`config.mk`:
```
export PLATFORM = sky130hd
export DESIGN_NAME = reg_bank_scoreboard_flat
export DESIGN_NICKNAME = d
export VERILOG_FILES = /design/src/rtl/reg_bank_scoreboard_if.sv /design/src/rtl/reg_bank_scoreboard.sv /design/src/flat_wrapper.sv
export SDC_FILE = /design/constraint.sdc
export NUM_CORES = 2
export LEC_CHECK = 0
export BUFFER_PORTS_ARGS = -buffer_cell sky130_fd_sc_hd__buf_2
export CORE_ASPECT_RATIO = 0.75
export CORE_UTILIZATION = 29
export DETAILED_ROUTE_END_ITERATION = 7
export PLACE_DENSITY = 0.47
export RECOVER_POWER = 50
export SKIP_LAST_GASP = 1
export SYNTH_ARGS = -nofsm -noshare
export SYNTH_HDL_FRONTEND = slang
export SYNTH_SLANG_ARGS = --single-unit
export TNS_END_PERCENT = 1
```
`constraint.sdc`:
```
create_clock -name CLK -period 44.2 [get_ports CLK]
set_input_delay 2.21 -clock CLK [delete_from_list [all_inputs] [get_ports CLK]]
set_output_delay 2.21 -clock CLK [all_outputs]
set_load 0.03 [all_outputs]
```
`src/rtl/reg_bank_scoreboard_if.sv`:
```
// reg_bank_scoreboard_if
// Groups the write-back stream, the decode issue port, the two read ports
// and the status outputs of the register bank into one bundle.
//   master : the surrounding pipeline (write-back selector + decode)
//   slave  : the register bank itself
// Clock and reset are kept outside the bundle as plain ports.
interface reg_bank_scoreboard_if #(
  parameter int DATA_W = 32
);
  logic              REG_write_back_flag;
  logic [7:0]        REG_write_back_code;
  logic [DATA_W-1:0] REG_write_back_data;
  logic              ISSUE_valid;
  logic [7:0]        ISSUE_code;
  logic [7:0]        RD_A_code;
  logic [DATA_W-1:0] RD_A_data;
  logic              RD_A_busy;
  logic [7:0]        RD_B_code;
  logic [DATA_W-1:0] RD_B_data;
  logic              RD_B_busy;
  logic              ISSUE_stall;
  logic              WB_illegal;
  logic [15:0]       WB_count;

  modport master (
    output REG_write_back_flag, REG_write_back_code, REG_write_back_data,
    output ISSUE_valid, ISSUE_code, RD_A_code, RD_B_code,
    input  RD_A_data, RD_A_busy, RD_B_data, RD_B_busy,
    input  ISSUE_stall, WB_illegal, WB_count
  );

  modport slave (
    input  REG_write_back_flag, REG_write_back_code, REG_write_back_data,
    input  ISSUE_valid, ISSUE_code, RD_A_code, RD_B_code,
    output RD_A_data, RD_A_busy, RD_B_data, RD_B_busy,
    output ISSUE_stall, WB_illegal, WB_count
  );
endinterface

```
`src/rtl/reg_bank_scoreboard.sv`:
```
// reg_bank_scoreboard
// General-purpose register bank with a write-back scoreboard. Consumes the
// single write-back stream, offers two combinational read ports with
// same-cycle bypass, and keeps one "result pending" bit per register so
// decode can stall on hazards.
// Ports:
//   CLK  - rising-edge clock
//   RST  - asynchronous active-high reset
//   bus  - slave side of reg_bank_scoreboard_if (write-back, issue,
//          read ports A/B, ISSUE_stall, WB_illegal, WB_count)
module reg_bank_scoreboard #(
  parameter int NUM_REGS = 32,
  parameter int DATA_W   = 32,
  parameter bit ZERO_REG = 1'b1
) (
  input logic                   CLK,
  input logic                   RST,
  reg_bank_scoreboard_if.slave  bus
);

  logic [DATA_W-1:0] regs_q [NUM_REGS];
  logic [DATA_W-1:0] regs_d [NUM_REGS];
  logic [NUM_REGS-1:0] busy_q, busy_d;
  logic              illegal_q, illegal_d;
  logic [15:0]       count_q, count_d;

  logic              wb_commit, wb_bad;
  logic              issue_legal, issue_bad, issue_claim, issue_stall;
  logic              issue_busy;
  logic [DATA_W-1:0] a_reg, b_reg;
  logic              a_busy, b_busy;

  // Codes are compared on all 8 bits; widening to 9 bits lets NUM_REGS=256
  // work without overflow.
  function automatic logic is_legal(input logic [7:0] code);
    return {1'b0, code} < 9'(NUM_REGS);
  endfunction

  function automatic logic is_zero(input logic [7:0] code);
    return ZERO_REG && (code == 8'd0);
  endfunction

  // Classify the write-back and issue requests of this cycle.
  always_comb begin
    wb_commit   = bus.REG_write_back_flag && is_legal(bus.REG_write_back_code)
                  && !is_zero(bus.REG_write_back_code);
    wb_bad      = bus.REG_write_back_flag && !is_legal(bus.REG_write_back_code);
    issue_legal = bus.ISSUE_valid && is_legal(bus.ISSUE_code);
    issue_bad   = bus.ISSUE_valid && !is_legal(bus.ISSUE_code);
  end

  // Storage lookups for the issue code and both read codes.
  always_comb begin
    issue_busy = 1'b0;
    a_reg      = '0;
    a_busy     = 1'b0;
    b_reg      = '0;
    b_busy     = 1'b0;
    for (int i = 0; i < NUM_REGS; i++) begin
      if (bus.ISSUE_code == 8'(i)) issue_busy = busy_q[i];
      if (bus.RD_A_code == 8'(i)) begin
        a_reg  = regs_q[i];
        a_busy = busy_q[i];
      end
      if (bus.RD_B_code == 8'(i)) begin
        b_reg  = regs_q[i];
        b_busy = busy_q[i];
      end
    end
  end

  // A write-back retiring the same code this cycle releases the WAW hazard,
  // so the new claim is accepted rather than stalled.
  always_comb begin
    issue_stall = !RST && issue_legal && issue_busy &&
                  !(wb_commit && (bus.REG_write_back_code == bus.ISSUE_code));
    issue_claim = issue_legal && !is_zero(bus.ISSUE_code) && !issue_stall;
    bus.ISSUE_stall = issue_stall;
  end

  // Read ports: zero/illegal codes read as 0/not-busy, a matching committable
  // write-back is forwarded, everything is forced quiet while in reset.
  always_comb begin
    bus.RD_A_data = '0;
    bus.RD_A_busy = 1'b0;
    bus.RD_B_data = '0;
    bus.RD_B_busy = 1'b0;
    if (!RST && is_legal(bus.RD_A_code) && !is_zero(bus.RD_A_code)) begin
      if (wb_commit && (bus.REG_write_back_code == bus.RD_A_code)) begin
        bus.RD_A_data = bus.REG_write_back_data;
      end else begin
        bus.RD_A_data = a_reg;
        bus.RD_A_busy = a_busy;
      end
    end
    if (!RST && is_legal(bus.RD_B_code) && !is_zero(bus.RD_B_code)) begin
      if (wb_commit && (bus.REG_write_back_code == bus.RD_B_code)) begin
        bus.RD_B_data = bus.REG_write_back_data;
      end else begin
        bus.RD_B_data = b_reg;
        bus.RD_B_busy = b_busy;
      end
    end
  end

  // Next state: the issue claim is applied after the write-back clear so a
  // simultaneous claim on the same register leaves it busy.
  always_comb begin
    regs_d    = regs_q;
    busy_d    = busy_q;
    illegal_d = illegal_q || wb_bad || issue_bad;
    count_d   = count_q + 16'(wb_commit);
    for (int i = 0; i < NUM_REGS; i++) begin
      if (wb_commit && (bus.REG_write_back_code == 8'(i))) begin
        regs_d[i] = bus.REG_write_back_data;
        busy_d[i] = 1'b0;
      end
      if (issue_claim && (bus.ISSUE_code == 8'(i))) busy_d[i] = 1'b1;
    end
  end

  always_ff @(posedge CLK or posedge RST) begin
    if (RST) begin
      regs_q    <= '{default: '0};
      busy_q    <= '0;
      illegal_q <= 1'b0;
      count_q   <= '0;
    end else begin
      regs_q    <= regs_d;
      busy_q    <= busy_d;
      illegal_q <= illegal_d;
      count_q   <= count_d;
    end
  end

  assign bus.WB_illegal = illegal_q;
  assign bus.WB_count   = count_q;

endmodule

```
`src/flat_wrapper.sv`:
```
// flat-port wrapper written by rule: the top's interface ports become plain ports
module reg_bank_scoreboard_flat 
#(
  parameter int NUM_REGS = 32,
  parameter int DATA_W   = 32,
  parameter bit ZERO_REG = 1'b1
)
  (CLK, RST, bus_REG_write_back_flag, bus_REG_write_back_code, bus_REG_write_back_data, bus_ISSUE_valid, bus_ISSUE_code, bus_RD_A_code, bus_RD_B_code, bus_RD_A_data, bus_RD_A_busy, bus_RD_B_data, bus_RD_B_busy, bus_ISSUE_stall, bus_WB_illegal, bus_WB_count);
  reg_bank_scoreboard_if #(.DATA_W(DATA_W)) bus_i ();
  input logic CLK;
  input logic RST;
  input wire logic [$bits(bus_i.REG_write_back_flag)-1:0] bus_REG_write_back_flag;
  input wire logic [$bits(bus_i.REG_write_back_code)-1:0] bus_REG_write_back_code;
  input wire logic [$bits(bus_i.REG_write_back_data)-1:0] bus_REG_write_back_data;
  input wire logic [$bits(bus_i.ISSUE_valid)-1:0] bus_ISSUE_valid;
  input wire logic [$bits(bus_i.ISSUE_code)-1:0] bus_ISSUE_code;
  input wire logic [$bits(bus_i.RD_A_code)-1:0] bus_RD_A_code;
  input wire logic [$bits(bus_i.RD_B_code)-1:0] bus_RD_B_code;
  output wire logic [$bits(bus_i.RD_A_data)-1:0] bus_RD_A_data;
  output wire logic [$bits(bus_i.RD_A_busy)-1:0] bus_RD_A_busy;
  output wire logic [$bits(bus_i.RD_B_data)-1:0] bus_RD_B_data;
  output wire logic [$bits(bus_i.RD_B_busy)-1:0] bus_RD_B_busy;
  output wire logic [$bits(bus_i.ISSUE_stall)-1:0] bus_ISSUE_stall;
  output wire logic [$bits(bus_i.WB_illegal)-1:0] bus_WB_illegal;
  output wire logic [$bits(bus_i.WB_count)-1:0] bus_WB_count;
  assign bus_i.REG_write_back_flag = bus_REG_write_back_flag;
  assign bus_i.REG_write_back_code = bus_REG_write_back_code;
  assign bus_i.REG_write_back_data = bus_REG_write_back_data;
  assign bus_i.ISSUE_valid = bus_ISSUE_valid;
  assign bus_i.ISSUE_code = bus_ISSUE_code;
  assign bus_i.RD_A_code = bus_RD_A_code;
  assign bus_i.RD_B_code = bus_RD_B_code;
  assign bus_RD_A_data = bus_i.RD_A_data;
  assign bus_RD_A_busy = bus_i.RD_A_busy;
  assign bus_RD_B_data = bus_i.RD_B_data;
  assign bus_RD_B_busy = bus_i.RD_B_busy;
  assign bus_ISSUE_stall = bus_i.ISSUE_stall;
  assign bus_WB_illegal = bus_i.WB_illegal;
  assign bus_WB_count = bus_i.WB_count;
  reg_bank_scoreboard #(.NUM_REGS(NUM_REGS), .DATA_W(DATA_W), .ZERO_REG(ZERO_REG)) u_core (.CLK(CLK), .RST(RST), .bus(bus_i));
endmodule
```
# Word level (Yosys, flattened, before mapping)
# Index checks and enable logic that the tools add are counted.
[word_totals] output_inout_bits=84 ff_bits=1073
[classes] eq_ne=127 reduce_logical=128 n_lt_le_gt_ge=4 n_addsub=1 mux=232
[ops] op="$mux W32" n=68
[ops] op="$eq A8 B5 Y1 const B" n=64
[ops] op="$eq A8 B4 Y1 const B" n=32
[ops] op="$mux W1" n=164
[ops] op="$eq A8 B3 Y1 const B" n=16
[ops] op="$logic_and A1 B1 Y1" n=81
[ops] op="$eq A8 B2 Y1 const B" n=8
[ops] op="$reduce_bool A2 Y1" n=32
[ops] op="$eq A8 B1 Y1 const B" n=4
[ops] op="$logic_not A8 Y1" n=4
[ops] op="$lt A8 B6 Y1 const B" n=4
[ops] op="$eq A8 B8 Y1" n=3
[ops] op="$add A16 B1 Y16" n=1
[ops] op="$logic_not A1 Y1" n=9
[ops] op="$logic_or A1 B1 Y1" n=2

# Depth between registers and ports, before layout
[depth] word_depth=39 mapped_depth=12 depth_no_buf=9

# Worst setup path before layout
# OpenSTA, ideal clock, no wires.
[synth_timing] path_kind="in2out" start="input bus_RD_B_code[7]" end="output bus_RD_B_data[14]" path_buffers=3 cell_stages=10 arrival_time_ps=4788 setup_slack_ps=37202 cell_sequence="or4b_1 buf_2 buf_6 nor3_2 buf_2 a21oi_1 nand2_1 a21o_1 a211oi_1 o41ai_1"
[synth_via] elab_chain_cells=35 word_cells_on_any_way=72 classes_between="order compare: 1; eq/ne: 32; mux: 34; reduce/logical: 5"
[synth_lines] element="start: declaration" line="flat_wrapper.sv:18" source="input wire logic [$bits(bus_i.RD_B_code)-1:0] bus_RD_B_code;"
[synth_lines] element="$logic_not A8 Y1" line="reg_bank_scoreboard.sv:40, reg_bank_scoreboard.sv:65"
[synth_lines] element="$mux W32 (32 in series)" line="reg_bank_scoreboard.sv:65" source="if (bus.RD_B_code == 8'(i)) begin"
[synth_lines] element="$mux W32" line="reg_bank_scoreboard.sv:97" source="if (wb_commit && (bus.REG_write_back_code == bus.RD_B_code)) begin"
[synth_lines] element="$mux W32 (*)" line="reg_bank_scoreboard.sv:96" source="if (!RST && is_legal(bus.RD_B_code) && !is_zero(bus.RD_B_code)) begin"
[synth_lines] element="end: declaration" line="flat_wrapper.sv:21" source="output wire logic [$bits(bus_i.RD_B_data)-1:0] bus_RD_B_data;"
# Mark *: on every way between the ends. The rest lies on a longest branch, timed or not.

==> results.json <==
{
  "status": "finished with violations",
  "violations": "DRC, capacitance limit, slew limit",
  "swShare": 0.287,
  "ant_nets": 0,
  "ys_seq_area_frac": 0.441,
  "grt_max_degree": 149,
  "clkPwrFrac": 0.428,
  "grt_pass1_wl_microns": 471000,
  "ys_types": 97,
  "synth_nets": 5632,
  "fin_skew_ns": 0.0169,
  "dieArea_sq_um": 212000,
  "reg2reg_depth": 8,
  "totalNegativeSetupSlack_ns": 0,
  "ys_top_cells_by_area": "dfrtp_1 44%, mux2_2 20%, mux4_2 4.2%",
  "dp_cells": 8157,
  "layout.nets": 5549,
  "finalCriticalPeriod_ns": 13.62,
  "die_h_microns": 399,
  "drc": 2,
  "numCtsBuffers": 113,
  "synth_cells": 5562,
  "total_leakage_power_nw": 30.1,
  "cts.sinks": 1073,
  "vias": 56200,
  "ys_seq_elements": 1073,
  "cts-htree-levels": 3,
  "maxSlewHeadroom": -4.44,
  "critPathRequiredTime_ns": 43.02,
  "clockBufferDepth": 3,
  "synth_edf_count": 0,
  "synth_top_area_share": 0.441,
  "arrival_ns": 12.44,
  "drt_wl_total_microns": 350000,
  "nFillCells": 21100,
  "hpwl_microns": 228000,
  "fin_util": 0.329,
  "drive_gt1_frac": 0.330,
  "pwr-share-comb": 0.110,
  "min_delay_path_depth": 0,
  "rows": 145,
  "start_util": 0.292,
  "internal_power_w": 0.00167,
  "setup_violations": 0,
  "synth_area_sq_um": 60900,
  "clockRootBuffer": "clkbuf_16",
  "startpoint_type": "input port",
  "synth_area_per_cell_sq_um": 10.9,
  "clk_latency_ns": 0.75,
  "ys_warn_count": 0,
  "switchingPower_w": 0.000671,
  "cts_tree": "yes",
  "cts.clk_slew.worst_paths_ns": 0.06,
  "synth-main-ff-cell": "dfrtp_1",
  "power_density_nw_per_um2": 34.1,
  "drt_iter0_markers": 10100,
  "cts_hold_buf": 0,
  "netlist.top_cell.by_area": "dfrtp_1",
  "critPathCaptureType": "asynchronous set/reset pin",
  "wl_per_cell_microns": 41.9,
  "final_hold_viol_count": 0,
  "cts_setup_buffers": 0,
  "finalCritPeriodShare": 0.308,
  "boundaryPins": 152,
  "peakVddDrop_mv": 0.0354,
  "port_buffers": 151,
  "synthArstFlopShare": 1.00,
  "cp_max_fo": 148,
  "slew_violations": 1261,
  "maxCapViolCount": 28,
  "overflow": 0,
  "cts_resized": 0,
  "grt_pass1_vias": 53000,
  "instances_no_fill": 8372,
  "grt_util_all_layers": 0.323,
  "gp_congestion": 1.01,
  "die_w_microns": 531,
  "max_freq_mhz": 73.4,
  "hold_ws_ns": 0.391,
  "place_ws_ns": 34.96,
  "hp-class": "register to register",
  "drtPass1Iterations": 8,
  "viasPerCell": 6.71,
  "worstMarginPinSlew_ns": 8.15,
  "syn_to_final_growth_pct": 12.6,
  "antenna_found_initial": 57,
  "core-area_sq_um": 208000,
  "setup_slack_ns": 30.58,
  "power_frac_seq": 0.462,
  "rsz0062_at_grt": "no",
  "critPathKind": "input port to asynchronous set/reset pin"
}
## power by group through the flow
stage / Clock, W / Combinational [W] / Sequential (W)
6_report: 0.00100 / 0.000257 / 0.00108
5_1_grt: 0.00105 / 0.000263 / 0.00108
4_1_cts: 0.00101 / 0.000249 / 0.00108
3_5_place_dp: 0 / 0.000248 / 0.00109
3_3_place_gp: 0 / 0.000246 / 0.00109
2_1_floorplan: 0 / 0.000149 / 0.00108
## cells by family after synthesis
group / after synthesis / synth area share
AND/OR/NAND/NOR: 1049 / 0.0833
flip-flops: 1073 / 0.441
AO/OA/AOI/OAI: 1476 / 0.167
multiplexers: 1295 / 0.258
adder cells (fa/ha/maj): 2 / 0.000411
XOR/XNOR: 38 / 0.00547
buffers and inverters: 629 / 0.0444
## sequential cells by signal, summed over array words and instances (netlist names)
signal and cells:
u_core.bus.WB_illegal 1, u_core.bus.WB_count 16, u_core.busy_q 32, u_core.regs_q 1024
## layer usage
metal  vias to the layer above  track usage  wire, microns
met5                         -     0.000226            399
met4                        58        0.170          22200
met1                     29200        0.433         139000
li1                      21000            -              -
met3                      1176        0.134          51500
met2                      4733        0.438         138000
## critical path: stages
cell	delay, ns
clkbuf_1	0.29
clkinvlp_2	3.61
clkbuf_1	5.94
## placed cells by master (no fill, tap or decap), types with 115 or more instances in the layout
master / Yosys / final
a21oi_1: 253 / 253
a22oi_1: 182 / 182
buf_2: 174 / 126
buf_4: 21 / 219
clkbuf_16: 0 / 116
dfrtp_1: 1073 / 1073
mux2_2: 1057 / 1056
mux2i_1: 115 / 115
nand2_1: 330 / 311
nand3_1: 135 / 134
nor2_1: 257 / 236
o21ai_0: 297 / 298
o22ai_1: 137 / 137
## synth_stat cells (all sizes together), types with 27 or more instances
cell / n
dfrtp: 1073
a32o: 35
nand4: 36
clkbuf: 364
buf: 227
and3: 37
o211ai: 51
mux2: 1067
nor4: 34
o2bb2ai: 36
a222oi: 29
a211oi: 40
mux2i: 115
nor2: 270
o221ai: 47
inv: 36
o22ai: 137
nand3: 135
a221oi: 64
a21oi: 253
a22o: 27
mux4: 113
nor3: 103
nand2: 331
o21ai: 308
a31oi: 44
a22oi: 183
## final timing paths
path	start	endpoint	slack (ns)
max	RST	u_core.regs_q[172]	30.58
min	u_core.regs_q[1005]	u_core.regs_q[1005]	0.39
max reg2reg	u_core.busy_q[1]	u_core.busy_q[20]	41.77
min reg2reg	u_core.regs_q[1005]	u_core.regs_q[1005]	0.39
max in group CLK	bus_REG_write_back_code[0]	bus_RD_A_data[11]	34.35
min in group asynchronous	RST	u_core.busy_q[31]	3.78
## through the flow
| step | power [W] | area, sq um |
|---|---|---|
| detailed placement | 0.00134 | 65000 |
| global route | 0.00239 | 68500 |
| CTS | 0.00233 | 68700 |
| global placement | 0.00134 | 65000 |
| finish | 0.00234 | 68500 |
| floorplan | 0.00123 | 60900 |
## layout make-up
class	count	area, sq um	area share
Sequential cell	1073	26900	0.392
Inverter	38	144	0.00210
Antenna cell	13	32.5	0.000475
Tap cell	2793	3490	0.0510
Clock buffer	169	3380	0.0493
Timing Repair Buffer	393	2520	0.0367
Clock inverter	33	325	0.00475
Multi-Input combinational cell	3860	31800	0.464
Note: power is estimated with default switching activity, not from simulation.
